`src/rtl/serial_pkg.sv`:
```
// Shared serial-link definitions used by the receiver and the future transmitter.
package serial_pkg;

    typedef enum logic [2:0] {
        IDLE,
        START,
        DATA,
        STOP,
        BREAK
    } state_t;

    localparam int DATA_BITS    = 8;
    localparam int STREAM_WIDTH = 32;

    // Width of a counter that must reach divider-1 without wrapping.
    function automatic int div_width(input int divider);
        return (divider <= 2) ? 1 : $clog2(divider);
    endfunction

endpackage

```
`src/rtl/serial_sync2.sv`:
```
// Two-flop synchronizer for the asynchronous serial line; resets to the idle level.
module serial_sync2 (
    input  logic clk,
    input  logic rst,
    input  logic d,
    output logic q
);

    logic meta;

    // Double-register the async input; both stages come out of reset high (line idle).
    always_ff @(posedge clk or negedge rst) begin
        if (!rst) begin
            meta <= 1'b1;
            q    <= 1'b1;
        end else begin
            meta <= d;
            q    <= meta;
        end
    end

endmodule

```
`src/rtl/serial_rx_stream.sv`:
```
// 8N1 UART receiver presenting each received byte as a zero-extended stb/ack stream word.
module serial_rx_stream
    import serial_pkg::*;
#(
    parameter int CLOCK_FREQUENCY = 100000000,
    parameter int BAUD_RATE       = 115200
) (
    input  logic                    clk,
    input  logic                    rst,
    input  logic                    rx,
    output logic [STREAM_WIDTH-1:0] out_data,
    output logic                    out_stb,
    input  logic                    out_ack,
    output logic                    framing_error,
    output logic                    overrun
);

    localparam int DIVIDER = CLOCK_FREQUENCY / BAUD_RATE;
    localparam int HALF    = DIVIDER / 2;
    localparam int CNT_W   = div_width(DIVIDER);

    localparam logic [CNT_W-1:0] DIV_LAST  = CNT_W'(DIVIDER - 1);
    localparam logic [CNT_W-1:0] HALF_LAST = CNT_W'(HALF - 1);
    localparam logic [3:0]       BIT_LAST  = 4'(DATA_BITS - 1);

    logic                 rx_s;
    state_t               state;
    state_t               state_next;
    logic [CNT_W-1:0]     cnt;
    logic [CNT_W-1:0]     cnt_next;
    logic [3:0]           bit_cnt;
    logic [3:0]           bit_next;
    logic [DATA_BITS-1:0] shreg;
    logic                 shift_en;
    logic                 deliver;
    logic                 frame_err;

    serial_sync2 u_sync (
        .clk (clk),
        .rst (rst),
        .d   (rx),
        .q   (rx_s)
    );

    // FSM state, baud counter, bit counter and LSB-first shift register.
    always_ff @(posedge clk or negedge rst) begin
        if (!rst) begin
            state   <= IDLE;
            cnt     <= '0;
            bit_cnt <= '0;
            shreg   <= '0;
        end else begin
            state   <= state_next;
            cnt     <= cnt_next;
            bit_cnt <= bit_next;
            if (shift_en) begin
                shreg <= {rx_s, shreg[DATA_BITS-1:1]};
            end
        end
    end

    // Next-state logic; every sample point resets the baud counter so it never wraps.
    always_comb begin
        state_next = state;
        cnt_next   = cnt + CNT_W'(1);
        bit_next   = bit_cnt;
        shift_en   = 1'b0;
        deliver    = 1'b0;
        frame_err  = 1'b0;
        case (state)
            IDLE: begin
                cnt_next = '0;
                if (!rx_s) begin
                    state_next = START;
                end
            end
            START: begin
                if (cnt == HALF_LAST) begin
                    cnt_next   = '0;
                    bit_next   = '0;
                    state_next = rx_s ? IDLE : DATA;
                end
            end
            DATA: begin
                if (cnt == DIV_LAST) begin
                    cnt_next = '0;
                    shift_en = 1'b1;
                    bit_next = bit_cnt + 4'd1;
                    if (bit_cnt == BIT_LAST) begin
                        state_next = STOP;
                    end
                end
            end
            STOP: begin
                if (cnt == DIV_LAST) begin
                    cnt_next = '0;
                    if (rx_s) begin
                        deliver    = 1'b1;
                        state_next = IDLE;
                    end else begin
                        frame_err  = 1'b1;
                        state_next = BREAK;
                    end
                end
            end
            BREAK: begin
                // Held-low line: wait for idle so only one framing error is reported.
                cnt_next = '0;
                if (rx_s) begin
                    state_next = IDLE;
                end
            end
            default: begin
                cnt_next   = '0;
                state_next = IDLE;
            end
        endcase
    end

    // Stream output: load on delivery unless a word is still held unacked, else flag overrun.
    always_ff @(posedge clk or negedge rst) begin
        if (!rst) begin
            out_data      <= '0;
            out_stb       <= 1'b0;
            framing_error <= 1'b0;
            overrun       <= 1'b0;
        end else begin
            framing_error <= frame_err;
            overrun       <= 1'b0;
            if (deliver) begin
                if (!out_stb || out_ack) begin
                    out_data <= {(STREAM_WIDTH - DATA_BITS)'(0), shreg};
                    out_stb  <= 1'b1;
                end else begin
                    overrun <= 1'b1;
                end
            end else if (out_stb && out_ack) begin
                out_stb <= 1'b0;
            end
        end
    end

endmodule
```
`config.mk`:
```
export PLATFORM = sky130hd
export DESIGN_NAME = serial_rx_stream
export DESIGN_NICKNAME = d
export VERILOG_FILES = /design/src/rtl/serial_pkg.sv /design/src/rtl/serial_sync2.sv /design/src/rtl/serial_rx_stream.sv
export SDC_FILE = /design/constraint.sdc
export NUM_CORES = 1
export LEC_CHECK = 0
export ABC_AREA = 0
export CAP_MARGIN = 20
export CORE_AREA = 3 3 82 69
export CTS_CLUSTER_DIAMETER = 80
export DETAILED_ROUTE_END_ITERATION = 12
export DIE_AREA = 0 0 85 72
export PLACE_DENSITY_LB_ADDON = 0.2
export SYNTH_ARGS = -nofsm -noshare
export SYNTH_HDL_FRONTEND = slang
export SYNTH_HIERARCHICAL = 1
export SYNTH_SLANG_ARGS = --single-unit
```
`constraint.sdc`:
```
create_clock -name clk -period 2.3 [get_ports clk]
set_clock_uncertainty 0.15 [all_clocks]
set_input_delay 0.46 -clock clk [delete_from_list [all_inputs] [get_ports clk]]
set_output_delay 0.46 -clock clk [all_outputs]
set_load 0.02 [all_outputs]
```
==> impl_metrics.csv, run 1 <==
group,metric,value,unit
run_status,status,"complete, no violations",
placed_design,numPortBuffers,14,
placed_design,gp_congestion,0.790,
power,power_density,537,nW/um^2
timing,final.min_clock_period,2.24,ns
clock_network,cts_buffer_depth,2,
critical_path,path_common_cell,"or3b_1",
clock_network,cts_hold_buf,0,
power,fin_total_pwr,1.19,mW
detailed_routing,ant_nets,0,
floorplanning,dieArea,6120,um^2
critical_path,critPathCapture,"out_data[3]",
detailed_routing,route.top_layer_used,"met4",
global_route,grt_pass1_wl,5.95,mm
detailed_routing,drc,0,
cells_and_area,fill_cells,447,
critical_path,crit_start,"cnt[2]",
global_route,grt_pass1_vias,1209,
logic_synthesis,ys_types,41,
floorplanning,die_w,85,um
logic_synthesis,syn_area_per_cell,11.3,um^2
clock_network,cts-htree-levels,2,
logic_synthesis,synth-seq-cells,38,
logic_synthesis,syn-instance-count,172,
floorplanning,die_h,72,um
job,drv_cap,0,
timing,finalHoldViolCount,0,
logic_synthesis,ys_seq_area_share,49.1,%
detailed_routing,met3_length,244,um
critical_path,worst_ep_arrival_time,2.26,ns
clock_network,root_buffer,"clkbuf_8",
clock_network,cts_resized,0,
cells_and_area,nets,206,
critical_path,worstPathRequired,2.32,ns
cells_and_area,final_layout_size_suffix_gt1_share,25.0,%
power,irDropWorstVdd,278,uV
critical_path,crit_path_cell_trace,"or3b_1, or3_4, or3b_1, buf_6, mux2_4",
cells_and_area,utilization,45.2,%
detailed_routing,dr_wl_met2,1.55,mm
critical_path,regToRegSetupSlack,0.06,ns
timing,fmax,447,MHz
critical_path,crit_family,"simple AND/OR/NAND/NOR gates",
global_route,grt-ovfl-total,0,
critical_path,crit_fanout,8,
cells_and_area,insertedDiodeCount,0,
floorplanning,initial_core_util,39.5,%
floorplanning,boundaryPins,39,
critical_path,max_stage_delay,0.39,ns
timing,slew_violations,0,
critical_path,worstRegToRegCells,5,
critical_path,path_class,"register to register",
cells_and_area,final_cells,262,
detailed_routing,dr_total_vias,1235,
detailed_routing,drt-met1-wl,1.59,mm
global_route,antenna_found_initial,0,
timing,relSlewSlack,44.8,%
critical_path,path_buf_inv,1,
clock_network,cts_setup_buffers,0,
cells_and_area,layout_commonest_cell,"dfrtp_1",
logic_synthesis,ys_warn_count,6,
critical_path,worstSetupEndpointType,"register",
global_route,grt_max_degree,39,
timing,rsz0062_at_grt,"false",
logic_synthesis,synth_area,1940,um^2
clock_network,cts_buffers,5,
timing,worstMarginPinSlew,0.828,ns
floorplanning,coreArea,4920,um^2
cells_and_area,multi_input_area,848,um^2
critical_path,r2r_end,"out_data[3]",
floorplanning,row_count,23,
critical_path,critPathSlowestCell,"or3b_1",
clock_network,numClockSinks,38,
clock_network,clk_latency,0.29,ns
detailed_routing,drtIter0Drc,57,
cells_and_area,layout_common_cells,"dfrtp_1, conb_1, nor2_1",
placed_design,place_inst,254,
timing,final-setup-viol-count,0,
critical_path,cp.depth,5,
worst_hold_path,min_path_type,"input pin to asynchronous set/reset pin",
cells_and_area,register_area,953,um^2
detailed_routing,wl,3.43,mm
timing,fin_tns_setup,0,ns
clock_network,cts.clk_slew.worst_paths,0.07,ns
detailed_routing,vias_per_cell,4.71,
global_route,grt_util_all_layers,12.6,%
power,p_leak,1.05,nW
critical_path,r2r_start,"cnt[2]",
clock_network,cts_tree,"done",
timing,fin_crit_sh,97.2,%
critical_path,worst_setup_path_start_kind,"register",
cells_and_area,synthToLayoutAreaGrowth,14.6,%
detailed_routing,firstDrtPassIters,4,
placed_design,dp_hpwl,2.59,mm
detailed_routing,routedWlPerCell,13.1,um
## worst min-delay path by stage
stage	from	end	slack, ns	depth (start not counted)
5_1_grt	rst	shreg[7]	0.18	1
4_1_cts	rst	shreg[7]	0.13	1
2_1_floorplan	rst	bit_cnt[0]	0.01	0
6_report	rst	shreg[7]	0.11	1
3_5_place_dp	u_sync/meta	u_sync/q	0.20	0
3_3_place_gp	u_sync/meta	u_sync/q	0.20	0
## report_power, final
| group | switching [mW] | internal [mW] | total (mW) |
|---|---|---|---|
| clock | 0.228 | 0.242 | 0.469 |
| combinational | 0.0478 | 0.00396 | 0.0518 |
| sequential | 0.00225 | 0.671 | 0.673 |
## routing by layer
layer | GRT usage, % | up-vias
met2 | 19.1 | 38
li1 | - | 597
met5 | 0 | -
met3 | 4.88 | 7
met1 | 16.5 | 593
met4 | 4.22 | 0
## stage by stage
step                      area, um^2  setup slack [ns]  hold slack, ns
after floorplan                 2040           -0.0506          0.0144
after global placement          2130            0.0602           0.198
after detailed placement        2130            0.0459           0.199
after CTS                       2220            0.0258           0.127
after global routing            2230           0.00669           0.179
final                           2230            0.0641           0.114
## sequential cells by signal (all words and copies together) (netlist names)
signal and count:
out_stb 1, cnt 10, overrun 1, u_sync/meta 1, bit_cnt 4, state 3
out_data 8, u_sync/q 1, shreg 8, framing_error 1
## final cells by class
type                       instances  area share, %
clock buffer                       7           3.88
sequential                        38           42.8
timing repair buffer              27           10.6
multi-input combinational        122           38.1
tap                               62           3.49
inverter                           5          0.843
clock inverter                     1          0.225
## Yosys cell counts
master | number | area [um^2]
a21o_1 | 2 | 15.0
nand4b_1 | 3 | 26.3
nand4_1 | 1 | 6.26
or3_4 | 1 | 11.3
o2bb2ai_1 | 1 | 8.76
inv_1 | 5 | 18.8
nand2b_1 | 4 | 25.0
nor3_1 | 4 | 20.0
or4_2 | 2 | 17.5
or3b_1 | 2 | 17.5
a211oi_1 | 1 | 7.51
conb_1 | 1 | 3.75
or4b_2 | 2 | 20.0
o311ai_0 | 1 | 8.76
buf_6 | 1 | 11.3
nand2_1 | 3 | 11.3
buf_4 | 24 | 180
mux2i_1 | 1 | 10.0
xor2_1 | 3 | 26.3
or3_1 | 2 | 12.5
or3b_2 | 1 | 8.76
nor2_1 | 16 | 60.1
nand4bb_1 | 1 | 11.3
buf_2 | 2 | 10.0
nor3b_1 | 1 | 7.51
a21oi_1 | 3 | 15.0
o21a_1 | 1 | 7.51
xnor2_1 | 7 | 61.3
ha_1 | 3 | 37.5
o22ai_1 | 1 | 6.26
or2_2 | 2 | 12.5
dfrtp_1 | 36 | 901
and3_2 | 1 | 7.51
o31ai_1 | 1 | 7.51
or3_2 | 1 | 7.51
mux2_2 | 8 | 90.1
dfstp_2 | 2 | 52.6
o21ai_0 | 3 | 15.0
mux2_4 | 8 | 120
clkbuf_1 | 3 | 11.3
nand3_1 | 7 | 35.0
## cells by family after synthesis
group	after synthesis	share of synthesized area [%]
AO/OA/AOI/OAI	14	4.70
XOR/XNOR	10	4.51
adder cells (fa/ha/maj)	3	1.93
buffers and inverters	35	11.9
flip-flops	38	49.1
multiplexers	17	11.3
other	1	0.193
AND/OR/NAND/NOR	54	16.4
Power figures use the tool's default switching activity.
==> inputs of run 2 (changes only) <==
--- a/config.mk
+++ b/config.mk
@@ -12,6 +12,7 @@
 export DETAILED_ROUTE_END_ITERATION = 12
 export DIE_AREA = 0 0 85 72
 export PLACE_DENSITY_LB_ADDON = 0.2
+export REMOVE_ABC_BUFFERS = 1
 export SYNTH_ARGS = -nofsm -noshare
 export SYNTH_HDL_FRONTEND = slang
 export SYNTH_HIERARCHICAL = 1
==> impl_metrics.csv, run 2 (synthesis results as in run 1) <==
group,metric,value,unit
run_status,status,"complete, no violations",
global_route,grt_max_degree,19,
detailed_routing,vias_per_cell,4.76,
floorplanning,dieArea,6120,um^2
floorplanning,coreArea,4920,um^2
global_route,grt_use_met3,2.84,%
clock_network,numClockSinks,38,
clock_network,cts-htree-levels,2,
floorplanning,row_count,23,
critical_path,crit_family,"simple AND/OR/NAND/NOR gates",
detailed_routing,routedWlPerCell,13.6,um
timing,final.min_clock_period,2.24,ns
cells_and_area,largestRegisters,"cnt: 10 flops, out_data: 8 flops, shreg: 8 flops",
global_route,gr-usage-met1,16.4,%
floorplanning,die_h,72,um
global_route,grt_pass1_wl,5.93,mm
worst_hold_path,min_path_type,"register to register",
cells_and_area,largest_reg_flops,10,
detailed_routing,drtIter0Drc,72,
critical_path,critPathSlowestCell,"or3b_4",
clock_network,cts_tree,"done",
critical_path,crit_fanout,8,
clock_network,cts.clk_slew.worst_paths,0.08,ns
clock_network,root_buffer,"clkbuf_8",
floorplanning,initial_core_util,39.5,%
placed_design,numPortBuffers,14,
detailed_routing,wl,3.57,mm
clock_network,cts_buffers,5,
timing,setup_slack,0.0606,ns
global_route,grt_pass1_vias,1285,
placed_design,place_ws,-0.00428,ns
clock_network,cts_setup_buffers,0,
timing,fin_crit_sh,97.4,%
critical_path,worstSetupEndpointType,"register",
global_route,busiest_layer,"met2",
critical_path,path_class,"register to register",
placed_design,gp_congestion,0.757,
power,irDropWorstVdd,282,uV
cells_and_area,top_register,"cnt",
cells_and_area,layout_commonest_cell,"dfrtp_1",
cells_and_area,final_layout_size_suffix_gt1_share,26.4,%
timing,slew_violations,0,
cells_and_area,fin_area,2290,um^2
cells_and_area,layout_common_cells,"dfrtp_1, conb_1, nor2_1",
detailed_routing,firstDrtPassIters,4,
placed_design,dpl_cell_area,2130,um^2
critical_path,max_stage_delay,0.48,ns
placed_design,dp_hpwl,2.65,mm
clock_network,clk_latency,0.29,ns
global_route,grt-ovfl-total,0,
global_route,grt_util_all_layers,12.2,%
critical_path,worst_ep_arrival_time,2.27,ns
critical_path,path_buf_inv,0,
detailed_routing,ant_nets,0,
global_route,use_met2,19.4,%
critical_path,crit_path_cell_trace,"or3b_1, or3_4, or3b_4, mux2_4",
timing,fmax,447,MHz
cells_and_area,insertedDiodeCount,0,
critical_path,worst_setup_path_start_kind,"register",
floorplanning,boundaryPins,39,
clock_network,cts_buffer_depth,2,
floorplanning,die_w,85,um
job,drv_cap,0,
detailed_routing,dr_total_vias,1253,
power,p_leak,1.07,nW
detailed_routing,drc,0,
global_route,antenna_found_initial,0,
timing,rsz0062_at_grt,"false",
cells_and_area,nets,207,
timing,finalHoldViolCount,0,
critical_path,worstPathRequired,2.33,ns
timing,final-setup-viol-count,0,
cells_and_area,synthToLayoutAreaGrowth,17.6,%
power,power_density,617,nW/um^2
## run 2: cell count changes in the layout (fill, tap and decap cells not counted), sizes merged
cell and change:
clkbuf -2, dlygate4sd3 +1, bufinv +2
## run 2: timing repair
action,CTS,global route
hold buffers,1,0
endpoints found under the hold margin,16,0
gates resized for setup,1,3
endpoints found under the setup margin,8,9
pin swaps,0,1
## run 2: cell type report
class	count	area, um^2
Clock buffer	5	68.8
Clock inverter	3	68.8
Fill cell	461	2640
Inverter	5	18.8
Multi-Input combinational cell	122	856
Sequential cell	38	953
Tap cell	62	77.6
Timing Repair Buffer	28	243
## run 2: metrics by stage
stage | util, % | setup TNS (ns) | total power [mW] | cells | hold slack (ns)
floorplan | - | -1.23 | 0.720 | 165 | 0.0144
detailed placement | 43.4 | -0.00759 | 0.741 | 255 | 0.198
global route | 46.5 | 0 | 1.46 | 263 | 0.221
CTS | 46.5 | 0 | 1.43 | 264 | 0.209
global placement | 43.4 | 0 | 0.740 | 255 | 0.197
finish | 46.5 | 0 | 1.41 | 263 | 0.208
## run 2: routing by layer
| metal | wire, um | share of wire, % |
|---|---|---|
| met5 | 0 | 0 |
| met4 | 15 | 0.42 |
| met3 | 136 | 3.8 |
| met2 | 1700 | 48 |
| met1 | 1720 | 48 |
## run 2: worst paths after layout
| check | start | end | slack, ns | depth (start not counted) |
|---|---|---|---|---|
| min in group asynchronous | rst | shreg[2] | 0.49 | 2 |
| worst min-delay path | u_sync/meta | u_sync/q | 0.21 | 0 |
| max in group asynchronous | rst | u_sync/meta | 0.93 | 3 |
| worst max-delay path | cnt[2] | out_data[0] | 0.06 | 4 |
| worst max register to register | cnt[2] | out_data[0] | 0.06 | 4 |
| worst min register to register | u_sync/meta | u_sync/q | 0.21 | 0 |
## run 2: power by group
group | internal, mW | leakage [nW] | total, mW | switching (mW)
Clock | 0.435 | 0.0683 | 0.681 | 0.246
Sequential | 0.671 | 0.509 | 0.673 | 0.00232
Combinational | 0.00729 | 0.496 | 0.0562 | 0.0489
Total | 1.11 | 1.07 | 1.41 | 0.297
==> inputs of run 3 (changes only) <==
--- a/config.mk
+++ b/config.mk
@@ -7,10 +7,10 @@
 export LEC_CHECK = 0
 export ABC_AREA = 0
 export CAP_MARGIN = 20
-export CORE_AREA = 3 3 82 69
+export CORE_AREA = 5 5 84 71
 export CTS_CLUSTER_DIAMETER = 80
 export DETAILED_ROUTE_END_ITERATION = 12
-export DIE_AREA = 0 0 85 72
+export DIE_AREA = 0 0 89 76
 export PLACE_DENSITY_LB_ADDON = 0.2
 export REMOVE_ABC_BUFFERS = 1
 export SYNTH_ARGS = -nofsm -noshare
==> impl_metrics.csv, run 3 (synthesis results as in run 1) <==
group,metric,value,unit
timing,slew_violations,0,
critical_path,crit_fanout,8,
floorplanning,row_count,24,
placed_design,place_inst,258,
critical_path,regToRegSetupSlack,0.07,ns
timing,rsz0062_at_grt,"true",
job,drv_cap,0,
timing,fin_crit_sh,97.0,%
floorplanning,coreArea,5130,um^2
cells_and_area,top_register,"cnt",
clock_network,cts_buffers,5,
power,irDropWorstVdd,276,uV
clock_network,cts-htree-levels,2,
critical_path,worst_ep_arrival_time,2.26,ns
critical_path,path_class,"register to register",
clock_network,cts_tree,"done",
detailed_routing,drc,0,
timing,finalHoldViolCount,0,
timing,fmax,448,MHz
timing,final.min_clock_period,2.23,ns
worst_hold_path,min_path_type,"register to register",
clock_network,root_buffer,"clkbuf_8",
timing,setup_slack,0.0697,ns
critical_path,worstSetupEndpointType,"register",
clock_network,cts.clk_slew.worst_paths,0.07,ns
cells_and_area,nets,210,
detailed_routing,drtIter0Drc,22,
floorplanning,boundaryPins,39,
global_route,grt-ovfl-total,0,
critical_path,crit_start,"cnt[3]",
critical_path,worst_setup_path_start_kind,"register",
cells_and_area,synthToLayoutAreaGrowth,17.5,%
cells_and_area,largest_reg_flops,10,
placed_design,dp_hpwl,2.84,mm
floorplanning,die_h,76,um
clock_network,clk_latency,0.29,ns
critical_path,worstPathRequired,2.33,ns
global_route,antenna_found_initial,0,
critical_path,r2r_start,"cnt[3]",
floorplanning,die_w,89,um
clock_network,cts_buffer_depth,2,
placed_design,numPortBuffers,14,
power,p_leak,1.08,nW
detailed_routing,wl,3.66,mm
placed_design,place_ws,0.00543,ns
cells_and_area,insertedDiodeCount,0,
worst_hold_path,min-delay-start,"u_sync/meta",
detailed_routing,ant_nets,0,
cells_and_area,fill_cells,471,
floorplanning,dieArea,6760,um^2
global_route,grt_util_all_layers,12.3,%
global_route,grt_pass1_wl,6.35,mm
global_route,grt_pass1_vias,1364,
cells_and_area,layout_common_cells,"dfrtp_1, conb_1, nor2_1",
detailed_routing,dr_total_vias,1242,
power,power_density,575,nW/um^2
global_route,grt_max_degree,22,
detailed_routing,routedWlPerCell,13.6,um
detailed_routing,firstDrtPassIters,4,
cells_and_area,final_cells,269,
clock_network,numClockSinks,38,
floorplanning,initial_core_util,37.8,%
cells_and_area,largestRegisters,"cnt: 10 flops, out_data: 8 flops, shreg: 8 flops",
detailed_routing,vias_per_cell,4.62,
cells_and_area,final_layout_size_suffix_gt1_share,25.5,%
timing,final-setup-viol-count,0,
placed_design,gp_congestion,0.743,
run_status,status,"complete, no violations",
cells_and_area,layout_commonest_cell,"dfrtp_1",
==> run 3: changes by cell type in the layout (fill, tap and decap cells not counted) <==
cell / change
a21oi_1: +1
a21oi_2: -1
buf_4: +2
buf_6: +1
bufinv_16: -1
clkbuf_1: +1
clkbuf_8: +1
clkinv_4: -1
or3_1: +1
or3_4: -1
or3b_1: +1
or3b_4: -1
==> run 3: path summary, 6_finish.rpt <==
path                               end  cells after the start
max                        out_data[5]                      5
min                           u_sync/q                      0
max reg2reg                out_data[5]                      5
min reg2reg                   u_sync/q                      0
max in group asynchronous  u_sync/meta                      3
min in group asynchronous   bit_cnt[1]                      2
==> run 3: critical path, cell delays in order, from the launching register on <==
cell and delay, ns:
dfrtp_1 0.37, or3b_1 0.39, or3_4 0.39, or3b_1 0.37
buf_6 0.16, mux2_4 0.29
==> run 3: per-layer routing <==
| layer | global-route usage (%) | vias to the layer above | routed length [um] |
|---|---|---|---|
| met4 | 5.06 | 0 | 77 |
| met5 | 0 | - | 0 |
| met2 | 19.8 | 33 | 1780 |
| li1 | - | 601 | - |
| met1 | 14.8 | 602 | 1620 |
| met3 | 4.22 | 6 | 180 |
==> run 3: repair_timing <==
| item | CTS | global route |
|---|---|---|
| endpoints found under the hold margin | 19 | 0 |
| hold buffers | 1 | 0 |
| resized for setup | 1 | 0 |
| pin swaps | 0 | 3 |
| setup buffers | 0 | 2 |
| cloned | 0 | 0 |
| endpoints found under the setup margin | 5 | 9 |
==> run 3: layout make-up <==
cell class | count | area [um^2] | share of cell area [%]
Sequential cell | 38 | 953 | 41.8
Tap cell | 65 | 81.3 | 3.56
Clock inverter | 1 | 30.0 | 1.32
Clock buffer | 7 | 86.3 | 3.78
Multi-Input combinational cell | 122 | 845 | 37.0
Timing Repair Buffer | 31 | 269 | 11.8
Inverter | 5 | 18.8 | 0.822
==> run 3: through the flow <==
stage	power (mW)	util (%)	TNS, ns	cell area, um^2	hold slack (ns)
floorplan	0.720	-	-1.23	1820	0.0144
global placement	0.740	41.6	0	2140	0.197
detailed placement	0.741	41.6	0	2140	0.199
CTS	1.33	44.2	0	2270	0.212
global route	1.37	44.5	-0.0253	2280	0.217
finish	1.31	44.5	0	2280	0.207
==> run 3: where the power goes <==
group	internal (mW)	total (mW)	switching, mW
Combinational	0.00725	0.0561	0.0488
Clock	0.353	0.585	0.231
Sequential	0.671	0.673	0.00189
